<file path="src/rtl/pipe_hazard_ctrl_pkg.sv">
// Shared definitions for the pipeline hazard controller: FSM state encodings
// and the width of the stall / start-up down-counters.
package pipe_hazard_ctrl_pkg;

   localparam int PHC_CNT_W = 4;

   typedef enum logic [1:0] {
      PHC_IDLE    = 2'd0,
      PHC_LDUSE   = 2'd1,
      PHC_RELEASE = 2'd2
   } phc_state_e;

endpackage

</file>
<file path="src/rtl/pipe_hazard_ctrl_ld_hazard_det.sv">
// ld_hazard_det: combinational load-use comparator. Flags when the instruction
// in ID reads a register that the load currently in EX is about to write.
// Kept standalone so the forwarding unit can reuse the same compare.
//
// Ports:
//   inst_rs1_id, inst_rs2_id       in  ID source register numbers
//   inst_rs1_valid, inst_rs2_valid in  source register is really read
//   cmd_ld_ex                      in  EX instruction is a load
//   rd_adr_ex                      in  EX destination register
//   wbk_rd_reg_ex                  in  EX instruction writes rd
//   ld_hit                         out load-use hazard present
module ld_hazard_det
   import pipe_hazard_ctrl_pkg::*;
(
   input  logic [4:0] inst_rs1_id,
   input  logic [4:0] inst_rs2_id,
   input  logic       inst_rs1_valid,
   input  logic       inst_rs2_valid,
   input  logic       cmd_ld_ex,
   input  logic [4:0] rd_adr_ex,
   input  logic       wbk_rd_reg_ex,
   output logic       ld_hit
);

   logic rs1_match;
   logic rs2_match;

   assign rs1_match = inst_rs1_valid & (inst_rs1_id == rd_adr_ex);
   assign rs2_match = inst_rs2_valid & (inst_rs2_id == rd_adr_ex);

   // x0 is hardwired to zero, so a load targeting it never creates a hazard.
   assign ld_hit = cmd_ld_ex & wbk_rd_reg_ex & (rd_adr_ex != 5'd0)
                 & (rs1_match | rs2_match);

endmodule

</file>
<file path="src/rtl/pipe_hazard_ctrl.sv">
// pipe_hazard_ctrl: pipeline sequencing controller for the RV32I core.
// Generates stall controls for the IF/ID/EX stage registers, inserts
// load-use bubbles, holds the pipe while data memory is busy, sequences
// pipeline reset at start-up and on flush, and counts stall cycles.
//
// Ports:
//   clk, rst_n          in  clock, async active-low reset
//   cpu_run             in  pipeline held in reset while low
//   flush_req           in  one-cycle flush request
//   inst_rs*_id/_valid  in  ID source registers
//   cmd_ld_ex, rd_adr_ex, wbk_rd_reg_ex  in  EX instruction info
//   dmem_busy           in  data memory busy
//   stall               out freeze stage registers (combinational)
//   stall_1shot         out first cycle of a stall run
//   stall_dly           out stall delayed one cycle
//   rst_pipe            out synchronous pipeline clear (registered)
//   stall_cycles        out saturating stall-cycle counter
//
// State table:
//   state        | meaning
//   PHC_IDLE     | no hazard in progress; ld_hit stalls directly
//   PHC_LDUSE    | inserting extra load-use bubbles, cnt counts down
//   PHC_RELEASE  | load leaves EX this cycle; ld_hit is masked
module pipe_hazard_ctrl
   import pipe_hazard_ctrl_pkg::*;
#(
   parameter int LDUSE_CYCLES    = 1,
   parameter int RST_PIPE_CYCLES = 2
) (
   input  logic        clk,
   input  logic        rst_n,
   input  logic        cpu_run,
   input  logic        flush_req,
   input  logic [4:0]  inst_rs1_id,
   input  logic [4:0]  inst_rs2_id,
   input  logic        inst_rs1_valid,
   input  logic        inst_rs2_valid,
   input  logic        cmd_ld_ex,
   input  logic [4:0]  rd_adr_ex,
   input  logic        wbk_rd_reg_ex,
   input  logic        dmem_busy,
   output logic        stall,
   output logic        stall_1shot,
   output logic        stall_dly,
   output logic        rst_pipe,
   output logic [31:0] stall_cycles
);

   localparam logic [PHC_CNT_W-1:0] LDUSE_LOAD = PHC_CNT_W'(LDUSE_CYCLES - 2);
   localparam logic [PHC_CNT_W-1:0] RST_LOAD   = PHC_CNT_W'(RST_PIPE_CYCLES);

   phc_state_e           state;
   phc_state_e           state_nxt;
   logic [PHC_CNT_W-1:0] cnt;
   logic [PHC_CNT_W-1:0] cnt_nxt;
   logic [PHC_CNT_W-1:0] rst_cnt;
   logic                 rst_pipe_nxt;
   logic                 stall_q;
   logic                 ld_hit;

   ld_hazard_det u_ld_hazard_det (
      .inst_rs1_id    (inst_rs1_id),
      .inst_rs2_id    (inst_rs2_id),
      .inst_rs1_valid (inst_rs1_valid),
      .inst_rs2_valid (inst_rs2_valid),
      .cmd_ld_ex      (cmd_ld_ex),
      .rd_adr_ex      (rd_adr_ex),
      .wbk_rd_reg_ex  (wbk_rd_reg_ex),
      .ld_hit         (ld_hit)
   );

   // rst_cnt is reloaded for as long as cpu_run is low, so the start-up
   // countdown begins on the first cycle cpu_run is sampled high.
   assign rst_pipe_nxt = ~cpu_run | (rst_cnt != '0) | flush_req;

   always_ff @(posedge clk or negedge rst_n) begin
      if (!rst_n) begin
         rst_cnt  <= RST_LOAD;
         rst_pipe <= 1'b1;
      end else begin
         rst_pipe <= rst_pipe_nxt;
         if (!cpu_run) begin
            rst_cnt <= RST_LOAD;
         end else if (rst_cnt != '0) begin
            rst_cnt <= rst_cnt - 1'b1;
         end
      end
   end

   always_comb begin
      state_nxt = state;
      cnt_nxt   = cnt;
      case (state)
         PHC_IDLE: begin
            if (ld_hit && !dmem_busy) begin
               if (LDUSE_CYCLES == 1) begin
                  state_nxt = PHC_RELEASE;
               end else begin
                  state_nxt = PHC_LDUSE;
                  cnt_nxt   = LDUSE_LOAD;
               end
            end
         end
         PHC_LDUSE: begin
            if (!dmem_busy) begin
               if (cnt == '0) begin
                  state_nxt = PHC_RELEASE;
               end else begin
                  cnt_nxt = cnt - 1'b1;
               end
            end
         end
         PHC_RELEASE: begin
            if (!dmem_busy) begin
               state_nxt = PHC_IDLE;
            end
         end
         default: begin
            state_nxt = PHC_IDLE;
            cnt_nxt   = '0;
         end
      endcase
   end

   // Clearing on rst_pipe_nxt as well as rst_pipe makes a flush take effect
   // in the very cycle rst_pipe rises, so no hazard survives a flush.
   always_ff @(posedge clk or negedge rst_n) begin
      if (!rst_n) begin
         state <= PHC_IDLE;
         cnt   <= '0;
      end else if (rst_pipe || rst_pipe_nxt) begin
         state <= PHC_IDLE;
         cnt   <= '0;
      end else begin
         state <= state_nxt;
         cnt   <= cnt_nxt;
      end
   end

   assign stall = ~rst_pipe & (dmem_busy
                             | ((state == PHC_IDLE) & ld_hit)
                             | (state == PHC_LDUSE));

   assign stall_1shot = stall & ~stall_q;
   assign stall_dly   = stall_q;

   always_ff @(posedge clk or negedge rst_n) begin
      if (!rst_n) begin
         stall_q <= 1'b0;
      end else if (rst_pipe) begin
         stall_q <= 1'b0;
      end else begin
         stall_q <= stall;
      end
   end

   always_ff @(posedge clk or negedge rst_n) begin
      if (!rst_n) begin
         stall_cycles <= '0;
      end else if (stall && (stall_cycles != 32'hFFFF_FFFF)) begin
         stall_cycles <= stall_cycles + 32'd1;
      end
   end

endmodule

</file>
<file path="config.mk">
export PLATFORM = sky130hd
export DESIGN_NAME = pipe_hazard_ctrl
export DESIGN_NICKNAME = d
export VERILOG_FILES = /design/src/rtl/pipe_hazard_ctrl_pkg.sv /design/src/rtl/pipe_hazard_ctrl_ld_hazard_det.sv /design/src/rtl/pipe_hazard_ctrl.sv
export SDC_FILE = /design/constraint.sdc
export NUM_CORES = 1
export LEC_CHECK = 0
export BUFFER_PORTS_ARGS = -buffer_cell sky130_fd_sc_hd__buf_2
export CORE_ASPECT_RATIO = 0.7
export CORE_MARGIN = 5
export CORE_UTILIZATION = 55
export CTS_CLUSTER_DIAMETER = 100
export CTS_CLUSTER_SIZE = 25
export DETAILED_ROUTE_END_ITERATION = 16
export PLACE_DENSITY = 0.82
export SYNTH_ARGS = -nofsm -noshare
export SYNTH_HDL_FRONTEND = slang
export SYNTH_SLANG_ARGS = --single-unit
</file>
<file path="constraint.sdc">
create_clock -name clk -period 2.93 [get_ports clk]
set_input_delay 0.1465 -clock clk [delete_from_list [all_inputs] [get_ports clk]]
set_output_delay 0.1465 -clock clk [all_outputs]
set_load 0.005 [all_outputs]
</file>
* Word level (Yosys, flattened, before mapping)
Cells that the tools add are included.
** Word-level totals
- Bits in registers :: 44
- Input port bits :: 24
- Output and inout bits :: 36
- Word-level logic and storage cells :: 61
** Operators by class
- $add $sub $neg :: 3
- Equality and inequality tests :: 12
- Mux-type cells :: 13
- Bitwise gates (word level) :: 16
- Reductions and logical operators :: 11
** Operators with widths (number)
- 32-bit by 1-bit adder with 32-bit output (second input constant) :: 1
- 32-bit != test (second input constant) :: 1
- 4-bit 2-to-1 mux :: 5
- 3-bit != test (second input constant) :: 5
- 5-bit equality test :: 2
- 2-bit 2-to-1 mux :: 5
- 1-bit AND :: 8
- 4-bit one-hot mux with 2 select lines :: 1
- 4-bit by 1-bit subtractor with 4-bit output (second input constant) :: 2
- 2-bit one-hot mux with 3 select lines :: 1
- 1-bit OR :: 5
- 5-bit nonzero test :: 1
- 4-bit zero test :: 1
- 2-bit by 1-bit != test with 1-bit output (second input constant) :: 2
- 4-bit AND reduction :: 1
- 4-bit nonzero test :: 1
- 1-bit NOT :: 3
- 3-bit AND reduction :: 1
- 2-bit by 1-bit equality test with 1-bit output (second input constant) :: 1
- 2-bit equality test (second input constant) :: 1
- 1-bit logical AND :: 2
- 2-bit zero test :: 1
- 2-bit OR reduction :: 1
- 1-bit zero test :: 1
- other kinds (2) :: 2

* Depth between registers and ports, before layout
- Word-level depth :: 9
- Mapped depth :: 8
- Mapped depth without buffers :: 7

* Cells and area by module
A second synthesis with hierarchy kept.
** Second synthesis, totals
- Cell total of the unflattened synthesis :: 211
- Area total of the unflattened synthesis :: 2114.5 um2
** Modules (own cells, without submodules)
- pipe_hazard_ctrl :: instances 1, cells each 194, area an instance 1979.4 um2, sequential area each 978.4 um2
- ld_hazard_det :: instances 1, cells each 17, area an instance 135.1 um2, sequential area each 0.0 um2

* Worst setup path before layout
OpenSTA, ideal clock, no wires.
- Path kind :: flip-flop to flip-flop
- Start :: reg stall_cycles[0]
- End :: reg stall_cycles[1]
- Library setup time :: 127 ps
- Arrival time :: 1921 ps
- Required time :: 2803 ps
- Setup slack :: 881 ps
- Stages on the path, launching flop included :: 8
- Buffers on the path :: 1
- Clock period less this slack :: 2049 ps
- Cell sequence :: dfrtp_1 > ha_1 > nand3_2 > nor4_2 > a32oi_2 > nand2_4 > buf_6 > mux2_1
** On the way
- Word-level cells in the longest chain between the ends :: 2
- Elaborated cells between the ends (all ways) :: 3
- Those cells by class :: add/sub (1); eq/ne (1); reduce/logical (1)
** RTL lines
- start: declaration :: RTL line pipe_hazard_ctrl.sv:46 : output logic [31:0] stall_cycles
- start signal: assignment :: RTL line pipe_hazard_ctrl.sv:161 : stall_cycles <= stall_cycles + 32'd1;
- branches (longest 2 deep; another with 32-bit by 1-bit adder with 32-bit output)
Parallel ways; which one is timed is not known.
A chain may end at the register's enable or synchronous reset.

* Final worst setup path
Same ends and word-level chain as after synthesis.

==> summary.md <==
| Metric | Value |
|---|---|
| Status | finished clean |
| Die height | between 60 and 70 um |
| EDFF count, synth | 0 |
| Die Width | a little over 80 um |
| Commonest cells after routing, fill and taps aside | 59 x buf_2, 37 x dfrtp_1, 25 x xor2_1, 17 x xnor2_1, 17 x nor3_1 |
| Worst Path Arrival | about 2.4 ns |
| WL met3 | between 200 and 250 um |
| Fill count | 279 |
| GRT Resource Usage Total | 0.184 |
| Count of different cell masters after synthesis | 38 |
| Area after DPL | approximately 2400 sq um |
| Combinational share of power | 0.169 |
| Port bufs | 59 |
| Post-synthesis sequential area ratio | 0.475 |
| Clock network fraction of total power | 0.310 |
| Min Tclk post-route | around 2.3 ns |
| Htree depth | 2 |
| Finished Cell Area | between 2000 and 3000 sq um |
| Post-DRT Antenna Nets | 0 |
| Crit path kind | reg -> reg |
| Post-route clock period utilization | 0.776 |
| Flops & latches, synth | 39 |
| Clock slew at reported path FFs | 0.07 ns |
| Internal power | around 0.0009 W |
| DR top layer | met4 |
| Crit. End Element | flip-flop |
| Worst path max stage delay | roughly 0.44 ns |
| Max-cap violations | 0 |
| Syn_area_per_cell | between 10 and 15 sq um |
| Crit path launch type | flip-flop |
| Synthesized net count | 220 |
| Hold Path Class | in -> reg |
| Row count | 18 |
| CTS max path bufs | 2 |
| Synth Warn # | 0 |
| Met1 WL | approximately 2.1 mm |
| DR WL/cell | between 10 and 15 um |
| Pwr dens | about 500 nW/um^2 |
| Lkg Pwr | between 1 and 1.5 nW |
| Unrepaired setup endpoints after global routing | no |
| Fmax | around 0.44 GHz |
| Ports | 60 |
| Antenna diodes | 0 |
| Worst-Margin Slew | approximately 0.84 ns |
| Drt initial violations | between 70 and 80 |
| Register area | between 900 and 1000 sq um |
| Post-DP HPWL | ~3.3 mm |
| 1st-pass router iterations | 4 |
| Net Switching | roughly 0.00034 W |
| Met2 WL | around 2.0 mm |
| CTS tree | yes |
| Most used DFF post-synth | dfrtp_1 |
| # setup viols final | 0 |
| Core Area | between 3000 and 4000 sq um |
| CTS Root Cell | clkbuf_8 |
| Setup tns final | 0 ns |
| Worst Path Required | around 3.1 ns |
| Final Hold Vio Count | 0 |
| Syn Std Cell Area | between 2000 and 2500 sq um |
| Starting density of the core | 0.579 |
| CP Max Fanout | 28 |
| RD Place Congestion | 0.802 |
| Vias | around 1700 |
| Count of cells resized by post-cts repair | 0 |
| Clk_lat worst skew | ~0.29 ns |
| Mapped Cells | 194 |
| Worst slew margin | 0.443 |
| # clock sinks | 39 |
| Via-per-instance ratio | between 5 and 6 |
| Vias in the first global route | between 1500 and 2000 |
| Layout area overhead | 21.6% |
| Initial antenna violation count | 0 |
| CP max-delay cell | dfrtp_1 |
| First-pass GRT wire length | between 7 and 8 mm |
| Routed WL | ~4.4 mm |
| Grt ovf | 0 |
| Max Transition Viols Final | 0 |
| Crit-path cells | ha_1 -> nand3_2 -> nor4_2 -> a32oi_2 -> nand2_4 -> mux2_1 |
| Asr flop ratio synth | 1.00 |
| Most common cell after layout, fill and taps aside | buf_2 |
| Seq pwr share | 0.521 |
| Clock buffer count from CTS | 5 |
| Sw Share | 0.268 |
| Multi-input gate area in the final layout | 1030 sq um |
| Residual DRC | 0 |
| Pin count of the biggest net entering global routing | 40 |
| Final #Nets | between 200 and 300 |
| Post-CTS setup buffer count | 0 |
| Peak supply drop | roughly 0.4 mV |
| Full die area | 5090 sq um |
| Fraction of layout cells with a size suffix above 1 | 0.315 |
| Clock Skew | between 0.003 and 0.004 ns |
## power groups by stage
stage / Combinational, W / Clock (W) / Sequential [W]
4_1_cts: 0.000216 / 0.000398 / 0.000651
3_5_place_dp: 0.000212 / 0 / 0.000660
6_report: 0.000212 / 0.000388 / 0.000653
3_3_place_gp: 0.000204 / 0 / 0.000658
5_1_grt: 0.000240 / 0.000421 / 0.000661
2_1_floorplan: 0.000121 / 0 / 0.000655
## state kept, by name (all words and copies together) (netlist names)
register      cells
rst_pipe          1
state             1
stall_cycles     32
stall_dly         1
rst_cnt           4
## metal layers
layer	track usage	vias to the layer above
li1	-	812
met1	0.249	801
met5	0	-
met4	0.0629	0
met3	0.0495	6
met2	0.296	43
## cell usage after synthesis (all sizes together) (3+ instances only)
library cell | number | area, sq um
xor2 | 25 | 219
nor3 | 18 | 101
inv | 8 | 30.0
nand4 | 8 | 50.1
nand3 | 11 | 65.1
xnor2 | 17 | 149
nor2 | 9 | 33.8
dfrtp | 37 | 926
and3 | 3 | 18.8
nand3b | 3 | 22.5
nor4 | 11 | 100
nand2 | 17 | 73.8
## path summary, 6_finish.rpt
kind	from	end	slack, ns	cells past startpoint
max	stall_cycles[0]$_DFFE_PN0P_	stall_cycles[1]$_DFFE_PN0P_	0.66	6
min	cpu_run	rst_cnt[1]$_DFFE_PN1P_	0.08	2
max reg2reg	stall_cycles[0]$_DFFE_PN0P_	stall_cycles[1]$_DFFE_PN0P_	0.66	6
min reg2reg	stall_cycles[23]$_DFFE_PN0P_	stall_cycles[23]$_DFFE_PN0P_	0.48	1
max in group asynchronous	rst_n	stall_cycles[0]$_DFFE_PN0P_	1.90	2
min in group asynchronous	rst_n	stall_dly$_DFF_PN0_	0.50	2
## metrics by stage
| stage | util | instances | setup WS [ns] | power [W] | hold slack, ns |
|---|---|---|---|---|---|
| 3_5_place_dp | 0.674 | 301 | 0.682 | 0.000873 | 0.297 |
| 2_1_floorplan | - | 194 | 0.881 | 0.000776 | -0.149 |
| 4_1_cts | 0.705 | 310 | 0.653 | 0.00126 | 0.0737 |
| 6_report | 0.705 | 310 | 0.657 | 0.00125 | 0.0798 |
| 5_1_grt | 0.705 | 310 | 0.484 | 0.00132 | 0.0959 |
| 3_3_place_gp | 0.674 | 301 | 0.796 | 0.000862 | 0.299 |
## area by class of cell
type,count,share of cell area
Clock buffer,8,0.0399
Inverter,8,0.0120
Multi-Input combinational cell,145,0.411
Sequential cell,39,0.390
Tap cell,50,0.0250
Timing Repair Buffer,60,0.122
## worst max-delay path: cells and delay by family (launching register included)
kind            cells  cell delay, ns
compound gates      1            0.22
fa+ha+maj           1            0.22
flops               1            0.44
mux                 1            0.36
simple gates        3            0.91
## logic make-up after synthesis
family,Yosys count,share of synthesized area
buffers and inverters,10,0.0255
AOI/OAI and AO/OA,8,0.0370
muxes,1,0.00546
DFF,39,0.475
adders and majority gates,2,0.0121
and+or+nand+nor,92,0.267
xor gates and xnor gates,42,0.178
## timing repair
item,CTS,global route
hold buffers,1,0
hold endpoints to repair,37,0
endpoints found under the setup margin,0,0
Note: power is estimated with default switching activity, not from simulation.
